### src/rtl/uart_rx_os.sv
// Oversampling UART receiver with 2-of-3 mid-bit majority voting, optional parity
// check and a small output FIFO that carries per-byte framing/parity error flags.
module uart_rx_os #(
    parameter int CLK_FREQ   = 50_000_000,
    parameter int BAUD_RATE  = 9600,
    parameter int OVERSAMPLE = 16,
    parameter int PARITY_EN  = 0,
    parameter int PARITY_ODD = 0,
    parameter int FIFO_DEPTH = 4
) (
    input  logic                          clk,
    input  logic                          rst,
    input  logic                          rx,
    output logic [7:0]                    rx_data,
    output logic                          rx_valid,
    input  logic                          rx_ready,
    output logic                          frame_err,
    output logic                          parity_err,
    output logic                          overrun,
    output logic [$clog2(FIFO_DEPTH):0]   fifo_count
);
    localparam int TICK_DIV = CLK_FREQ / (BAUD_RATE * OVERSAMPLE);
    localparam int TW = (TICK_DIV > 1) ? $clog2(TICK_DIV) : 1;
    localparam int CW = $clog2(OVERSAMPLE);
    localparam int AW = $clog2(FIFO_DEPTH);
    localparam logic [TW-1:0] TICK_LAST = TW'(TICK_DIV - 1);
    localparam logic [TW-1:0] TICK_ONE  = TW'(1);
    localparam logic [CW-1:0] CNT_ZERO  = CW'(0);
    localparam logic [CW-1:0] CNT_ONE   = CW'(1);
    localparam logic [CW-1:0] S_LO      = CW'(OVERSAMPLE / 2 - 1);
    localparam logic [CW-1:0] S_MID     = CW'(OVERSAMPLE / 2);
    localparam logic [CW-1:0] S_HI      = CW'(OVERSAMPLE / 2 + 1);
    localparam logic [CW-1:0] S_END     = CW'(OVERSAMPLE - 1);
    localparam logic [AW-1:0] PTR_ONE   = AW'(1);
    localparam logic [AW:0]   FC_ZERO   = (AW + 1)'(0);
    localparam logic [AW:0]   FC_ONE    = (AW + 1)'(1);
    localparam logic [AW:0]   FC_FULL   = (AW + 1)'(FIFO_DEPTH);

    typedef enum logic [2:0] {IDLE, START, DATA, PARITY, STOP} state_t;

    function automatic logic maj3(input logic a, input logic b, input logic c);
        return (a & b) | (a & c) | (b & c);
    endfunction

    function automatic logic parity_fail(input logic [7:0] d, input logic p);
        return ((^d) ^ p) != (PARITY_ODD != 0);
    endfunction

    logic          rx_meta_q, rx_sync_q;
    logic [TW-1:0] tick_cnt_q;
    logic          tick_s;
    state_t        state_q, state_d;
    logic [CW-1:0] cnt_q, cnt_d;
    logic [2:0]    bit_idx_q, bit_idx_d;
    logic [7:0]    shift_q, shift_d;
    logic [1:0]    samp_q, samp_d;
    logic          bit_q, bit_d;
    logic          maj_s, push_s, perr_s;
    logic [9:0]    push_word_s;
    logic [9:0]    mem_q [FIFO_DEPTH];
    logic [AW-1:0] wr_q, rd_q;
    logic [AW:0]   count_q;
    logic          overrun_q, full_s, pop_s, push_ok_s;
    logic [9:0]    head_s;

    assign tick_s = (tick_cnt_q == TICK_LAST);

    // Input synchronizer and free-running oversample tick divider.
    always_ff @(posedge clk) begin
        if (rst) begin
            rx_meta_q  <= 1'b1;
            rx_sync_q  <= 1'b1;
            tick_cnt_q <= '0;
        end else begin
            rx_meta_q  <= rx;
            rx_sync_q  <= rx_meta_q;
            tick_cnt_q <= tick_s ? '0 : tick_cnt_q + TICK_ONE;
        end
    end

    // Receiver state register.
    always_ff @(posedge clk) begin
        if (rst) begin
            state_q   <= IDLE;
            cnt_q     <= CNT_ZERO;
            bit_idx_q <= 3'd0;
            shift_q   <= 8'h00;
            samp_q    <= 2'b11;
            bit_q     <= 1'b1;
        end else begin
            state_q   <= state_d;
            cnt_q     <= cnt_d;
            bit_idx_q <= bit_idx_d;
            shift_q   <= shift_d;
            samp_q    <= samp_d;
            bit_q     <= bit_d;
        end
    end

    assign maj_s       = maj3(samp_q[0], samp_q[1], rx_sync_q);
    assign perr_s      = (PARITY_EN != 0) ? parity_fail(shift_q, bit_q) : 1'b0;
    assign push_word_s = {perr_s, ~maj_s, shift_q};

    // Frame decoder: the majority is resolved on the third sample tick of each bit.
    always_comb begin
        state_d   = state_q;
        cnt_d     = cnt_q;
        bit_idx_d = bit_idx_q;
        shift_d   = shift_q;
        samp_d    = samp_q;
        bit_d     = bit_q;
        push_s    = 1'b0;
        if (!tick_s) begin
            state_d = state_q;
        end else if (state_q == IDLE) begin
            cnt_d = CNT_ZERO;
            if (!rx_sync_q) begin
                state_d = START;
            end else begin
                state_d = IDLE;
            end
        end else begin
            cnt_d = cnt_q + CNT_ONE;
            if (cnt_q == S_LO) begin
                samp_d[0] = rx_sync_q;
            end else if (cnt_q == S_MID) begin
                samp_d[1] = rx_sync_q;
            end else if (cnt_q == S_HI) begin
                case (state_q)
                    DATA:    shift_d = {maj_s, shift_q[7:1]};
                    STOP: begin
                        push_s  = 1'b1;
                        state_d = IDLE;
                        cnt_d   = CNT_ZERO;
                    end
                    default: bit_d = maj_s;
                endcase
            end else if (cnt_q == S_END) begin
                cnt_d = CNT_ZERO;
                case (state_q)
                    START: begin
                        bit_idx_d = 3'd0;
                        state_d   = bit_q ? IDLE : DATA;
                    end
                    DATA: begin
                        bit_idx_d = bit_idx_q + 3'd1;
                        if (bit_idx_q == 3'd7) begin
                            state_d = (PARITY_EN != 0) ? PARITY : STOP;
                        end else begin
                            state_d = DATA;
                        end
                    end
                    PARITY:  state_d = STOP;
                    default: state_d = IDLE;
                endcase
            end else begin
                samp_d = samp_q;
            end
        end
    end

    assign full_s    = (count_q == FC_FULL);
    assign pop_s     = rx_valid & rx_ready;
    assign push_ok_s = push_s & (~full_s | pop_s);

    // FIFO storage; contents are only observable through count-gated outputs.
    always_ff @(posedge clk) begin
        if (push_ok_s) begin
            mem_q[wr_q] <= push_word_s;
        end
    end

    // FIFO pointers, occupancy and overrun pulse.
    always_ff @(posedge clk) begin
        if (rst) begin
            wr_q      <= '0;
            rd_q      <= '0;
            count_q   <= FC_ZERO;
            overrun_q <= 1'b0;
        end else begin
            overrun_q <= push_s & full_s & ~pop_s;
            if (push_ok_s) begin
                wr_q <= wr_q + PTR_ONE;
            end
            if (pop_s) begin
                rd_q <= rd_q + PTR_ONE;
            end
            case ({push_ok_s, pop_s})
                2'b10:   count_q <= count_q + FC_ONE;
                2'b01:   count_q <= count_q - FC_ONE;
                default: count_q <= count_q;
            endcase
        end
    end

    assign head_s     = mem_q[rd_q];
    assign rx_valid   = (count_q != FC_ZERO);
    assign rx_data    = rx_valid ? head_s[7:0] : 8'h00;
    assign frame_err  = rx_valid ? head_s[8] : 1'b0;
    assign parity_err = rx_valid ? head_s[9] : 1'b0;
    assign overrun    = overrun_q;
    assign fifo_count = count_q;
endmodule

### config.mk
export PLATFORM = sky130hd
export DESIGN_NAME = uart_rx_os
export DESIGN_NICKNAME = d
export VERILOG_FILES = /design/src/rtl/uart_rx_os.sv
export SDC_FILE = /design/constraint.sdc
export NUM_CORES = 1
export LEC_CHECK = 0
export BUFFER_PORTS_ARGS = -buffer_cell sky130_fd_sc_hd__buf_2
export CAP_MARGIN = 20
export CORE_UTILIZATION = 54
export CTS_CLUSTER_SIZE = 30
export DETAILED_ROUTE_END_ITERATION = 12
export PLACE_DENSITY = 0.75
export RECOVER_POWER = 50
export SKIP_CTS_REPAIR_TIMING = 1
export SLEW_MARGIN = 10
export SYNTH_ARGS = -nofsm -noshare
export SYNTH_HDL_FRONTEND = slang
export SYNTH_SLANG_ARGS = --single-unit
### constraint.sdc
create_clock -name clk -period 4.77 [get_ports clk]
set_clock_uncertainty 0.1 [all_clocks]
set_input_delay 0 -clock clk [delete_from_list [all_inputs] [get_ports clk]]
set_output_delay 0 -clock clk [all_outputs]
set_load 0.01 [all_outputs]
==> metrics.txt, run 1 <==
# TYPE chip_impl_metric gauge
chip_impl_info{name="status",value="finished, final reports clean"} 1
chip_impl_info{name="crit_path_end",value="fifo_count[2]"} 1
chip_impl_metric{name="worstSetupPathDepth",unit=""} 11
chip_impl_metric{name="power-per-cell-area",unit="mW/mm²"} 408
chip_impl_metric{name="cp_max_fo",unit=""} 7
chip_impl_metric{name="layout-area-overhead-vs-synth",unit="%"} 9.57
chip_impl_metric{name="n_antenna_cell",unit=""} 0
chip_impl_metric{name="syn_area",unit="mm²"} 0.00339
chip_impl_metric{name="floorplan.die_area",unit="mm²"} 0.00659
chip_impl_metric{name="yosys_register_bits",unit=""} 78
chip_impl_info{name="synth.largest_area_cell",value="sky130_fd_sc_hd__edfxtp_1"} 1
chip_impl_metric{name="syn-instance-count",unit=""} 291
chip_impl_metric{name="worst-endpoint-arrival",unit="ns"} 2.77
chip_impl_metric{name="synth.net_count",unit=""} 307
chip_impl_metric{name="final.setup.tns",unit="ns"} 0
chip_impl_metric{name="holdPathStages",unit=""} 2
chip_impl_metric{name="grt_use_total",unit="%"} 19.4
chip_impl_metric{name="route.detailed.wl_per_inst",unit="µm"} 14.6
chip_impl_metric{name="fin_crit",unit="ns"} 2.63
chip_impl_metric{name="worst_r2r_path_depth",unit=""} 11
chip_impl_info{name="clk_root_buffer_cell",value="sky130_fd_sc_hd__clkbuf_8"} 1
chip_impl_info{name="post_synth_most_frequent_cells",value="sky130_fd_sc_hd__dfxtp_1 (42), sky130_fd_sc_hd__edfxtp_1 (36), sky130_fd_sc_hd__nor2_1 (33), sky130_fd_sc_hd__a21oi_1 (17), sky130_fd_sc_hd__nand2_1 (15)"} 1
chip_impl_info{name="tritoncts_clock_tree",value="built"} 1
chip_impl_metric{name="drt_iter0_markers",unit=""} 117
chip_impl_metric{name="numPortBuffers",unit=""} 17
chip_impl_metric{name="synth.yosys.seq_area_share",unit="%"} 56.8
chip_impl_info{name="grt_setup_unrepaired",value="no"} 1
chip_impl_metric{name="yosys.area_share.xor_xnor",unit="%"} 2.59
chip_impl_info{name="timing.critical_path.from_type",value="register"} 1
chip_impl_metric{name="fp.coreArea",unit="mm²"} 0.00599
chip_impl_info{name="combinational_family_with_the_most_area_after_synthesis",value="simple AND/OR/NAND/NOR gates"} 1
chip_impl_metric{name="initial_utilization",unit="%"} 56.5
chip_impl_metric{name="postSynth.asyncResetShare",unit="%"} 0
chip_impl_metric{name="synth_fa_ha_area_share",unit="%"} 4.95
chip_impl_metric{name="post-synth-top-area-fraction",unit="%"} 31.9
chip_impl_metric{name="final-hold-violation-count",unit=""} 0
chip_impl_metric{name="ys_warn_count",unit=""} 0
chip_impl_info{name="critical_path.cell_chain",value="inv_1, ha_1, nand4bb_1, nor4_1, clkbuf_1, a21oi_1, inv_1, fa_1, nor4_1, a21oi_1, mux2_2"} 1
chip_impl_metric{name="vdd.ir_drop.worst",unit="mV"} 0.217
chip_impl_metric{name="nNetsFinal",unit=""} 322
chip_impl_metric{name="cts_max_path_buffers",unit=""} 2
chip_impl_info{name="synth_ff_type",value="sky130_fd_sc_hd__dfxtp_1"} 1
chip_impl_metric{name="instance_area_at_placement",unit="mm²"} 0.00350
chip_impl_metric{name="p_leak",unit="nW"} 1.34
chip_impl_metric{name="dp_hpwl",unit="µm"} 3840
chip_impl_metric{name="drive_gt1_share",unit="%"} 11.7
chip_impl_metric{name="grt_first_pass_wirelength",unit="µm"} 9270
chip_impl_metric{name="number_of_global_route_vias_before_repair",unit=""} 1958
chip_impl_metric{name="pin_count_of_the_biggest_net_entering_global_routing",unit=""} 37
chip_impl_metric{name="tightestPinTransition",unit="ns"} 0.592
chip_impl_info{name="synthMostInstantiatedCell",value="sky130_fd_sc_hd__dfxtp_1"} 1
chip_impl_metric{name="chipHeight",unit="µm"} 81.2
chip_impl_metric{name="critical_path.n_buffers_inverters",unit=""} 3
chip_impl_metric{name="floorplan.rows",unit=""} 28
chip_impl_metric{name="ioPinCount",unit=""} 19
chip_impl_metric{name="max_freq",unit="GHz"} 0.380
chip_impl_info{name="startpoint_of_the_most_critical_hold_path",value="rst"} 1
chip_impl_metric{name="via_per_inst",unit=""} 5.51
chip_impl_info{name="critPathLaunch",value="tick_cnt_q[0]"} 1
chip_impl_metric{name="p_total",unit="mW"} 1.52
chip_impl_metric{name="cts_made_buffers",unit=""} 9
chip_impl_info{name="critical-path-top-delay-family",value="adder cells"} 1
chip_impl_metric{name="drt_pre_antenna_iters",unit=""} 4
chip_impl_info{name="synthTopCellsByArea",value="sky130_fd_sc_hd__edfxtp_1 (32%), sky130_fd_sc_hd__dfxtp_1 (25%), sky130_fd_sc_hd__mux4_2 (6.0%), sky130_fd_sc_hd__ha_1 (4.1%), sky130_fd_sc_hd__nor2_1 (3.7%)"} 1
chip_impl_info{name="critical_path.slowest_cell",value="sky130_fd_sc_hd__dfxtp_1"} 1
chip_impl_metric{name="critical_path_required",unit="ns"} 4.91
chip_impl_metric{name="drc",unit=""} 0
chip_impl_metric{name="clkSlewWorstSetupHoldPaths",unit="ns"} 0.08
chip_impl_metric{name="finalWirelength",unit="µm"} 5630
chip_impl_info{name="worst_r2r_startpoint",value="tick_cnt_q[0]"} 1
chip_impl_metric{name="htree_num_levels",unit=""} 3
chip_impl_metric{name="yosys.cell_types.count",unit=""} 45
chip_impl_metric{name="fin_crit_sh",unit="%"} 55.2
chip_impl_metric{name="worst_path_largest_cell_delay",unit="ns"} 0.42
chip_impl_metric{name="gr-total-overflow",unit=""} 0
chip_impl_metric{name="synth_enable_flop_cells",unit=""} 36
chip_impl_metric{name="number_of_antenna_violations_at_the_first_check_in_global_routing",unit=""} 0
chip_impl_metric{name="final_util",unit="%"} 61.9
chip_impl_metric{name="finish.instance_area",unit="mm²"} 0.00371
chip_impl_info{name="timing.setup.critical_path_class",value="register to register"} 1
chip_impl_metric{name="dieWidth",unit="µm"} 81.2
chip_impl_metric{name="max_slew_margin",unit="%"} 60.5
chip_impl_metric{name="drt.antenna.violating_nets",unit=""} 0
chip_impl_info{name="worstReg2RegEnd",value="fifo_count[2]"} 1
chip_impl_metric{name="share_of_the_synthesized_area_in_compound_gates_ao_oa_aoi_oai",unit="%"} 4.40
chip_impl_metric{name="numClockSinks",unit=""} 78
chip_impl_metric{name="report.final.setup_viol",unit=""} 0
chip_impl_metric{name="final_max_slew_viol_count",unit=""} 0
chip_impl_info{name="worst_setup_path_end_kind",value="register"} 1
chip_impl_metric{name="mean_instance_size_in_the_synthesized_netlist",unit="µm²"} 11.6
chip_impl_metric{name="synth_mux_area_share",unit="%"} 10.5
chip_impl_metric{name="max_cap_violations",unit=""} 0
chip_impl_info{name="holdCritPathClass",value="input port to register"} 1
chip_impl_metric{name="gp_congestion",unit=""} 0.862
chip_impl_metric{name="route.vias.total",unit=""} 2114
chip_impl_metric{name="synthSimpleGateAreaFrac",unit="%"} 17.0
chip_impl_metric{name="worstSkewPairLatency",unit="ns"} 0.34
chip_impl_metric{name="r2r_setup_slack",unit="ns"} 2.14
-- cell usage in the layout (no fill, tap or decap), drive strengths merged, types with 3 or more instances in the layout --
cell	n
ha	11
edfxtp	36
mux4	9
nor3	7
nor4	4
or2	5
nand2b	6
nor2b	12
nand3	9
mux2	3
buf	4
and2	5
a21oi	17
nor2	33
clkbuf	25
nand2	15
mux2i	12
inv	13
dfxtp	42
xor2	8
or4	3
-- logic make-up (layout without fill, tap and decap cells) --
group / count (synthesis) / after routing
multiplexers: 24 / 24
buffers and inverters: 30 / 48
AND/OR/NAND/NOR: 110 / 110
AO/OA/AOI/OAI: 25 / 25
XOR/XNOR: 10 / 10
other: 1 / 1
flip-flops: 78 / 78
adder cells (fa/ha/maj): 13 / 13
-- worst reg2reg max path, cell delays in order (launching register included) --
cell	delay [ns]
sky130_fd_sc_hd__dfxtp_1	0.42
sky130_fd_sc_hd__inv_1	0.07
sky130_fd_sc_hd__ha_1	0.20
sky130_fd_sc_hd__nand4bb_1	0.11
sky130_fd_sc_hd__nor4_1	0.06
sky130_fd_sc_hd__clkbuf_1	0.19
sky130_fd_sc_hd__a21oi_1	0.26
sky130_fd_sc_hd__inv_1	0.09
sky130_fd_sc_hd__fa_1	0.39
sky130_fd_sc_hd__nor4_1	0.30
sky130_fd_sc_hd__a21oi_1	0.08
sky130_fd_sc_hd__mux2_2	0.27
-- where the power goes --
part | internal, mW | switching [mW]
clock network | 0.302 | 0.229
logic | 0.111 | 0.124
registers | 0.713 | 0.0371
-- metrics by stage --
stage	hold WS (ns)	setup slack (ns)	std cells
floorplan	0.00381	2.40	291
global placement	0.0860	2.26	368
detailed placement	0.0909	2.17	368
CTS	-0.272	2.16	382
global route	0.0747	1.94	384
finish	0.0308	2.14	384
-- registers in the layout, indices dropped and copies added (netlist names), named ones only --
name / flops
cnt_q: 4
bit_idx_q: 3
overrun: 1
rx_meta_q: 1
wr_q: 2
mem_q: 36
state_q: 3
shift_q: 8
tick_cnt_q: 9
samp_q: 2
fifo_count: 3
rx_sync_q: 1
bit_q: 1
rd_q: 2
-- metal layers --
| metal | GRT usage, % | share of wire [%] |
|---|---|---|
| met3 | 3.48 | 3.9 |
| met2 | 31.9 | 49 |
| met5 | 0 | 0 |
| met1 | 23.8 | 45 |
| met4 | 11.6 | 1.8 |
-- final cells by class --
| class | count | area (µm²) |
|---|---|---|
| Multi-Input combinational cell | 183 | 1340 |
| Tap cell | 75 | 93.8 |
| Clock buffer | 10 | 138 |
| Timing Repair Buffer | 21 | 96.3 |
| Sequential cell | 78 | 1920 |
| Clock inverter | 4 | 72.6 |
| Fill cell | 488 | 2280 |
| Inverter | 13 | 48.8 |
-- worst min path at each step --
stage | to
floorplan | rx_meta_q
CTS | rx_meta_q
finish | shift_q[1]
global route | shift_q[0]
global placement | rx_meta_q
detailed placement | rx_meta_q
Power figures use the tool's default switching activity.
==> inputs of run 2 (changes only) <==
clock period = 2.5 ns   (was 4.77 ns; I/O delays follow)
==> metrics.txt, run 2 (synthesis results as in run 1) <==
# TYPE chip_impl_metric gauge
chip_impl_metric{name="pre_cts_slack",unit="ns"} 0.0439
chip_impl_info{name="timing.critical_path.from_type",value="register"} 1
chip_impl_metric{name="worst_r2r_path_depth",unit=""} 7
chip_impl_metric{name="floorplan.die_area",unit="mm²"} 0.00659
chip_impl_metric{name="floorplan.rows",unit=""} 28
chip_impl_metric{name="number_of_antenna_violations_at_the_first_check_in_global_routing",unit=""} 0
chip_impl_metric{name="grt_first_pass_wirelength",unit="µm"} 9550
chip_impl_metric{name="fp.coreArea",unit="mm²"} 0.00599
chip_impl_metric{name="grt_use_total",unit="%"} 19.9
chip_impl_metric{name="drt_iter0_markers",unit=""} 113
chip_impl_metric{name="finalWirelength",unit="µm"} 5740
chip_impl_metric{name="cts_max_path_buffers",unit=""} 2
chip_impl_info{name="grt_setup_unrepaired",value="yes"} 1
chip_impl_metric{name="holdPathStages",unit=""} 2
chip_impl_info{name="critical_path.cell_chain",value="inv_1, ha_1, nand4bb_1, or4_1, or4_4, mux2i_1, nor2_1"} 1
chip_impl_metric{name="worst_path_largest_cell_delay",unit="ns"} 0.65
chip_impl_metric{name="route.vias.total",unit=""} 2134
chip_impl_metric{name="drc",unit=""} 0
chip_impl_metric{name="gr-total-overflow",unit=""} 0
chip_impl_metric{name="count_of_filler_cells_inserted_in_the_layout",unit=""} 461
chip_impl_info{name="critical_path.slowest_cell",value="sky130_fd_sc_hd__or4_4"} 1
chip_impl_metric{name="tightestPinTransition",unit="ns"} 0.636
chip_impl_metric{name="pin_count_of_the_biggest_net_entering_global_routing",unit=""} 37
chip_impl_info{name="critical-path-top-delay-family",value="simple AND/OR/NAND/NOR gates"} 1
chip_impl_metric{name="final_max_slew_viol_count",unit=""} 0
chip_impl_metric{name="fin_crit_sh",unit="%"} 94.8
chip_impl_metric{name="route.detailed.wl_per_inst",unit="µm"} 14.5
chip_impl_metric{name="power-per-cell-area",unit="mW/mm²"} 741
chip_impl_metric{name="chipHeight",unit="µm"} 81.2
chip_impl_metric{name="max_cap_violations",unit=""} 0
chip_impl_metric{name="worst-endpoint-arrival",unit="ns"} 2.48
chip_impl_metric{name="final_cells",unit=""} 397
chip_impl_metric{name="final-hold-violation-count",unit=""} 0
chip_impl_info{name="layout_commonest_cell",value="sky130_fd_sc_hd__dfxtp_1"} 1
chip_impl_metric{name="finalWorstSetupSlack",unit="ns"} 0.129
chip_impl_metric{name="dieWidth",unit="µm"} 81.2
chip_impl_metric{name="cp_max_fo",unit=""} 8
chip_impl_metric{name="report.final.setup_viol",unit=""} 0
chip_impl_metric{name="number_of_global_route_vias_before_repair",unit=""} 2103
chip_impl_metric{name="numClockSinks",unit=""} 78
chip_impl_metric{name="drt_pre_antenna_iters",unit=""} 4
chip_impl_metric{name="p_leak",unit="nW"} 1.42
chip_impl_metric{name="placedCellCount",unit=""} 379
chip_impl_metric{name="dp_hpwl",unit="µm"} 3790
chip_impl_metric{name="clkSlewWorstSetupHoldPaths",unit="ns"} 0.09
chip_impl_metric{name="initial_utilization",unit="%"} 56.5
chip_impl_info{name="clk_root_buffer_cell",value="sky130_fd_sc_hd__clkbuf_8"} 1
chip_impl_metric{name="numPortBuffers",unit=""} 17
chip_impl_info{name="holdCritPathClass",value="input port to register"} 1
chip_impl_metric{name="max_slew_margin",unit="%"} 57.5
chip_impl_metric{name="worstSkewPairLatency",unit="ns"} 0.35
chip_impl_metric{name="critical_path_required",unit="ns"} 2.61
chip_impl_metric{name="cts_made_buffers",unit=""} 9
chip_impl_info{name="worst_setup_path_end_kind",value="register"} 1
chip_impl_metric{name="multiInputGateArea",unit="mm²"} 0.00136
chip_impl_metric{name="n_antenna_cell",unit=""} 0
chip_impl_metric{name="r2r_setup_slack",unit="ns"} 0.13
chip_impl_metric{name="via_per_inst",unit=""} 5.38
chip_impl_info{name="top_register",value="mem_q"} 1
chip_impl_metric{name="layout-area-overhead-vs-synth",unit="%"} 12.3
chip_impl_metric{name="p_total",unit="mW"} 2.82
chip_impl_metric{name="nNetsFinal",unit=""} 333
chip_impl_info{name="layout.cells.most_common_list",value="sky130_fd_sc_hd__dfxtp_1 (42), sky130_fd_sc_hd__edfxtp_1 (36), sky130_fd_sc_hd__nor2_1 (33)"} 1
chip_impl_metric{name="drive_gt1_share",unit="%"} 18.3
chip_impl_metric{name="critical_path.n_buffers_inverters",unit=""} 1
chip_impl_metric{name="ioPinCount",unit=""} 19
chip_impl_metric{name="htree_num_levels",unit=""} 3
chip_impl_metric{name="fin_crit",unit="ns"} 2.37
chip_impl_info{name="worst_r2r_startpoint",value="tick_cnt_q[0]"} 1
chip_impl_metric{name="max_freq",unit="GHz"} 0.422
chip_impl_metric{name="drt.antenna.violating_nets",unit=""} 0
chip_impl_info{name="startpoint_of_the_most_critical_hold_path",value="rst"} 1
chip_impl_info{name="timing.setup.critical_path_class",value="register to register"} 1
chip_impl_info{name="top_regs",value="mem_q: 36 flops, tick_cnt_q: 9 flops, shift_q: 8 flops"} 1
chip_impl_metric{name="largest_reg_flops",unit=""} 36
chip_impl_info{name="tritoncts_clock_tree",value="built"} 1
chip_impl_info{name="worst_hold_path.endpoint",value="shift_q[5]"} 1
chip_impl_metric{name="final-seq-area",unit="mm²"} 0.00192
chip_impl_metric{name="vdd.ir_drop.worst",unit="mV"} 0.416
chip_impl_info{name="worstReg2RegEnd",value="shift_q[4]"} 1
chip_impl_info{name="status",value="finished, final reports clean"} 1
chip_impl_metric{name="gp_congestion",unit=""} 0.848
[run 2: cell types whose count changed in the layout (fill, tap and decap cells not counted), sizes merged]
cell / before / now
clkinvlp: 1 / 2
clkinv: 1 / 3
buf: 4 / 24
bufinv: 2 / 1
clkbuf: 25 / 16
[run 2: worst reg2reg max path: stages (launching register included)]
cell and delay [ns]:
sky130_fd_sc_hd__dfxtp_1 0.32, sky130_fd_sc_hd__inv_1 0.06, sky130_fd_sc_hd__ha_1 0.16, sky130_fd_sc_hd__nand4bb_1 0.14
sky130_fd_sc_hd__or4_1 0.54, sky130_fd_sc_hd__or4_4 0.65, sky130_fd_sc_hd__mux2i_1 0.22, sky130_fd_sc_hd__nor2_1 0.06
[run 2: metal layers]
layer  up-vias  wire length (µm)  GRT usage (%)
met5         -                 0              0
met4         0               130           9.46
met3        16               183           5.62
met2        33              2840           33.7
met1      1018              2590           23.2
li1       1067                 -              -
[run 2: worst max path at each step]
stage                        from            end  cells past startpoint
floorplan           tick_cnt_q[0]  fifo_count[2]                     10
global placement         cnt_q[1]  fifo_count[2]                     10
detailed placement       cnt_q[1]  fifo_count[2]                     10
CTS                      cnt_q[1]  fifo_count[2]                     10
global route        tick_cnt_q[0]    mem_q[1][0]                      8
finish              tick_cnt_q[0]     shift_q[4]                      7
[run 2: layout make-up]
class                      instances  area share (%)
clock buffer                      10            3.36
clock inverter                     6            1.65
inverter                          13            1.28
multi-input combinational        183            35.6
sequential                        78            50.5
tap                               75            2.47
timing repair buffer              32            5.07
[run 2: through the flow]
stage / hold WS [ns] / area, µm² / utilization (%) / setup TNS (ns)
after floorplan: 0.00381 / 3390 / - / 0
after global placement: 0.0844 / 3590 / 59.9 / 0
after detailed placement: 0.0856 / 3590 / 59.9 / 0
after CTS: -0.280 / 3780 / 63.0 / 0
after global routing: 0.0726 / 3800 / 63.5 / -0.00403
final: 0.0578 / 3800 / 63.5 / 0
[run 2: report_power, final]
| part | internal [mW] | switching (mW) | leakage, nW | total (mW) |
|---|---|---|---|---|
| Combinational | 0.231 | 0.249 | 0.646 | 0.480 |
| Clock | 0.458 | 0.446 | 0.0899 | 0.904 |
| Sequential | 1.36 | 0.0727 | 0.682 | 1.43 |
==> inputs of run 3 (changes only) <==
CORE_UTILIZATION = 60   (was 54)
PLACE_DENSITY = 0.82   (was 0.75)
==> metrics.txt, run 3 (synthesis results as in run 1) <==
# TYPE chip_impl_metric gauge
chip_impl_metric{name="drive_gt1_share",unit="%"} 15.1
chip_impl_info{name="clk_root_buffer_cell",value="sky130_fd_sc_hd__clkbuf_8"} 1
chip_impl_metric{name="instance_area_at_placement",unit="mm²"} 0.00355
chip_impl_metric{name="dieWidth",unit="µm"} 77.1
chip_impl_info{name="worst_setup_path_end_kind",value="register"} 1
chip_impl_metric{name="finish.instance_area",unit="mm²"} 0.00378
chip_impl_metric{name="grt_use_total",unit="%"} 20.9
chip_impl_info{name="holdCritPathClass",value="input port to register"} 1
chip_impl_metric{name="cp_max_fo",unit=""} 6
chip_impl_metric{name="initial_utilization",unit="%"} 64.2
chip_impl_metric{name="p_leak",unit="nW"} 1.38
chip_impl_metric{name="floorplan.rows",unit=""} 26
chip_impl_metric{name="fin_crit",unit="ns"} 2.37
chip_impl_metric{name="drt_pre_antenna_iters",unit=""} 5
chip_impl_metric{name="via_per_inst",unit=""} 5.56
chip_impl_metric{name="drt_iter0_markers",unit=""} 124
chip_impl_metric{name="n_antenna_cell",unit=""} 0
chip_impl_metric{name="final_cells",unit=""} 388
chip_impl_metric{name="number_of_antenna_violations_at_the_first_check_in_global_routing",unit=""} 0
chip_impl_metric{name="fin_crit_sh",unit="%"} 94.9
chip_impl_metric{name="numClockSinks",unit=""} 78
chip_impl_metric{name="largest_reg_flops",unit=""} 36
chip_impl_metric{name="worst-endpoint-arrival",unit="ns"} 2.50
chip_impl_metric{name="ioPinCount",unit=""} 19
chip_impl_info{name="grt_setup_unrepaired",value="no"} 1
chip_impl_metric{name="final-hold-violation-count",unit=""} 0
chip_impl_metric{name="fp.coreArea",unit="mm²"} 0.00527
chip_impl_info{name="layout.cells.most_common_list",value="sky130_fd_sc_hd__dfxtp_1 (41), sky130_fd_sc_hd__edfxtp_1 (36), sky130_fd_sc_hd__nor2_1 (33)"} 1
chip_impl_metric{name="drc",unit=""} 0
chip_impl_info{name="timing.critical_path.from_type",value="register"} 1
chip_impl_metric{name="hold_slack",unit="ns"} 0.0464
chip_impl_metric{name="p_total",unit="mW"} 2.90
chip_impl_metric{name="max_cap_violations",unit=""} 0
chip_impl_metric{name="max_slew_margin",unit="%"} 56.4
chip_impl_metric{name="number_of_global_route_vias_before_repair",unit=""} 2039
chip_impl_info{name="top_regs",value="mem_q: 36 flops, tick_cnt_q: 9 flops, shift_q: 8 flops"} 1
chip_impl_metric{name="tightestPinTransition",unit="ns"} 0.648
chip_impl_metric{name="cts_max_path_buffers",unit=""} 2
chip_impl_metric{name="htree_num_levels",unit=""} 3
chip_impl_metric{name="power-per-cell-area",unit="mW/mm²"} 769
chip_impl_info{name="top_register",value="mem_q"} 1
chip_impl_info{name="timing.setup.critical_path_class",value="register to register"} 1
chip_impl_info{name="tritoncts_clock_tree",value="built"} 1
chip_impl_metric{name="pin_count_of_the_biggest_net_entering_global_routing",unit=""} 37
chip_impl_metric{name="floorplan.die_area",unit="mm²"} 0.00595
chip_impl_metric{name="dp_hpwl",unit="µm"} 3890
chip_impl_metric{name="max_freq",unit="GHz"} 0.422
chip_impl_metric{name="nNetsFinal",unit=""} 329
chip_impl_metric{name="route.detailed.wl_per_inst",unit="µm"} 14.7
chip_impl_metric{name="vdd.ir_drop.worst",unit="mV"} 0.454
chip_impl_info{name="layout_commonest_cell",value="sky130_fd_sc_hd__dfxtp_1"} 1
chip_impl_metric{name="placedCellCount",unit=""} 370
chip_impl_metric{name="cts_made_buffers",unit=""} 9
chip_impl_metric{name="gr-total-overflow",unit=""} 0
chip_impl_metric{name="worstSkewPairLatency",unit="ns"} 0.34
chip_impl_metric{name="chipHeight",unit="µm"} 77.1
chip_impl_info{name="status",value="finished, final reports clean"} 1
chip_impl_metric{name="clkSlewWorstSetupHoldPaths",unit="ns"} 0.08
chip_impl_metric{name="route.vias.total",unit=""} 2159
chip_impl_metric{name="drt.antenna.violating_nets",unit=""} 0
chip_impl_metric{name="final_max_slew_viol_count",unit=""} 0
chip_impl_metric{name="final.setup.tns",unit="ns"} 0
chip_impl_metric{name="gp_congestion",unit=""} 0.856
chip_impl_metric{name="finalWirelength",unit="µm"} 5700
chip_impl_metric{name="report.final.setup_viol",unit=""} 0
chip_impl_metric{name="numPortBuffers",unit=""} 17
chip_impl_metric{name="grt_first_pass_wirelength",unit="µm"} 9560
chip_impl_metric{name="critical_path_required",unit="ns"} 2.63
chip_impl_metric{name="layout-area-overhead-vs-synth",unit="%"} 11.5
## run 3: changes by cell type in the layout (fill, tap and decap cells not counted), sizes merged
cell	previous run	this run
buf	24	11
clkbuf	16	24
inv	13	15
bufinv	1	2
clkinv	3	2
clkinvlp	2	1
## run 3: metal layers
metal,track usage [%],wire (µm)
met1,25.3,2500
met2,35.6,2910
met3,3.45,224
met4,11.1,70
met5,0,0
## run 3: through the flow
| step | utilization [%] | setup WS [ns] |
|---|---|---|
| 2_1_floorplan | - | 0.128 |
| 3_3_place_gp | 67.4 | 0.178 |
| 3_5_place_dp | 67.4 | 0.0998 |
| 4_1_cts | 71.5 | 0.0804 |
| 5_1_grt | 71.7 | 0.0326 |
| 6_report | 71.7 | 0.129 |
## run 3: path summary, 6_finish.rpt
path / depth (start not counted) / from / slack [ns] / to
max: 10 / cnt_q[0] / 0.13 / fifo_count[2]
min: 2 / rst / 0.05 / wr_q[1]
max reg2reg: 10 / cnt_q[0] / 0.13 / fifo_count[2]
min reg2reg: 1 / rx_meta_q / 0.32 / rx_sync_q
## run 3: area by class of cell
class                           count  area (µm²)
Tap cell                           70        87.6
Clock buffer                        9         124
Inverter                           13        48.8
Clock inverter                      7        95.1
Sequential cell                    78        1920
Fill cell                         399        1490
Multi-Input combinational cell    183        1350
Timing Repair Buffer               28         149
## run 3: report_power, final
group	total [mW]	leakage, nW	internal (mW)	switching [mW]
combinational	0.449	0.587	0.212	0.236
clock	1.03	0.110	0.566	0.460
sequential	1.43	0.683	1.36	0.0699
total	2.90	1.38	2.14	0.766
## run 3: critical path, cell delays in order, from the launching register on
cell and delay, ns:
sky130_fd_sc_hd__dfxtp_1 0.38, sky130_fd_sc_hd__inv_1 0.08, sky130_fd_sc_hd__ha_1 0.19, sky130_fd_sc_hd__nand4bb_1 0.16
sky130_fd_sc_hd__nor2_1 0.09, sky130_fd_sc_hd__a21oi_2 0.19, sky130_fd_sc_hd__inv_1 0.07, sky130_fd_sc_hd__fa_1 0.38
sky130_fd_sc_hd__nor4_1 0.29, sky130_fd_sc_hd__a21oi_1 0.08, sky130_fd_sc_hd__mux2_2 0.28
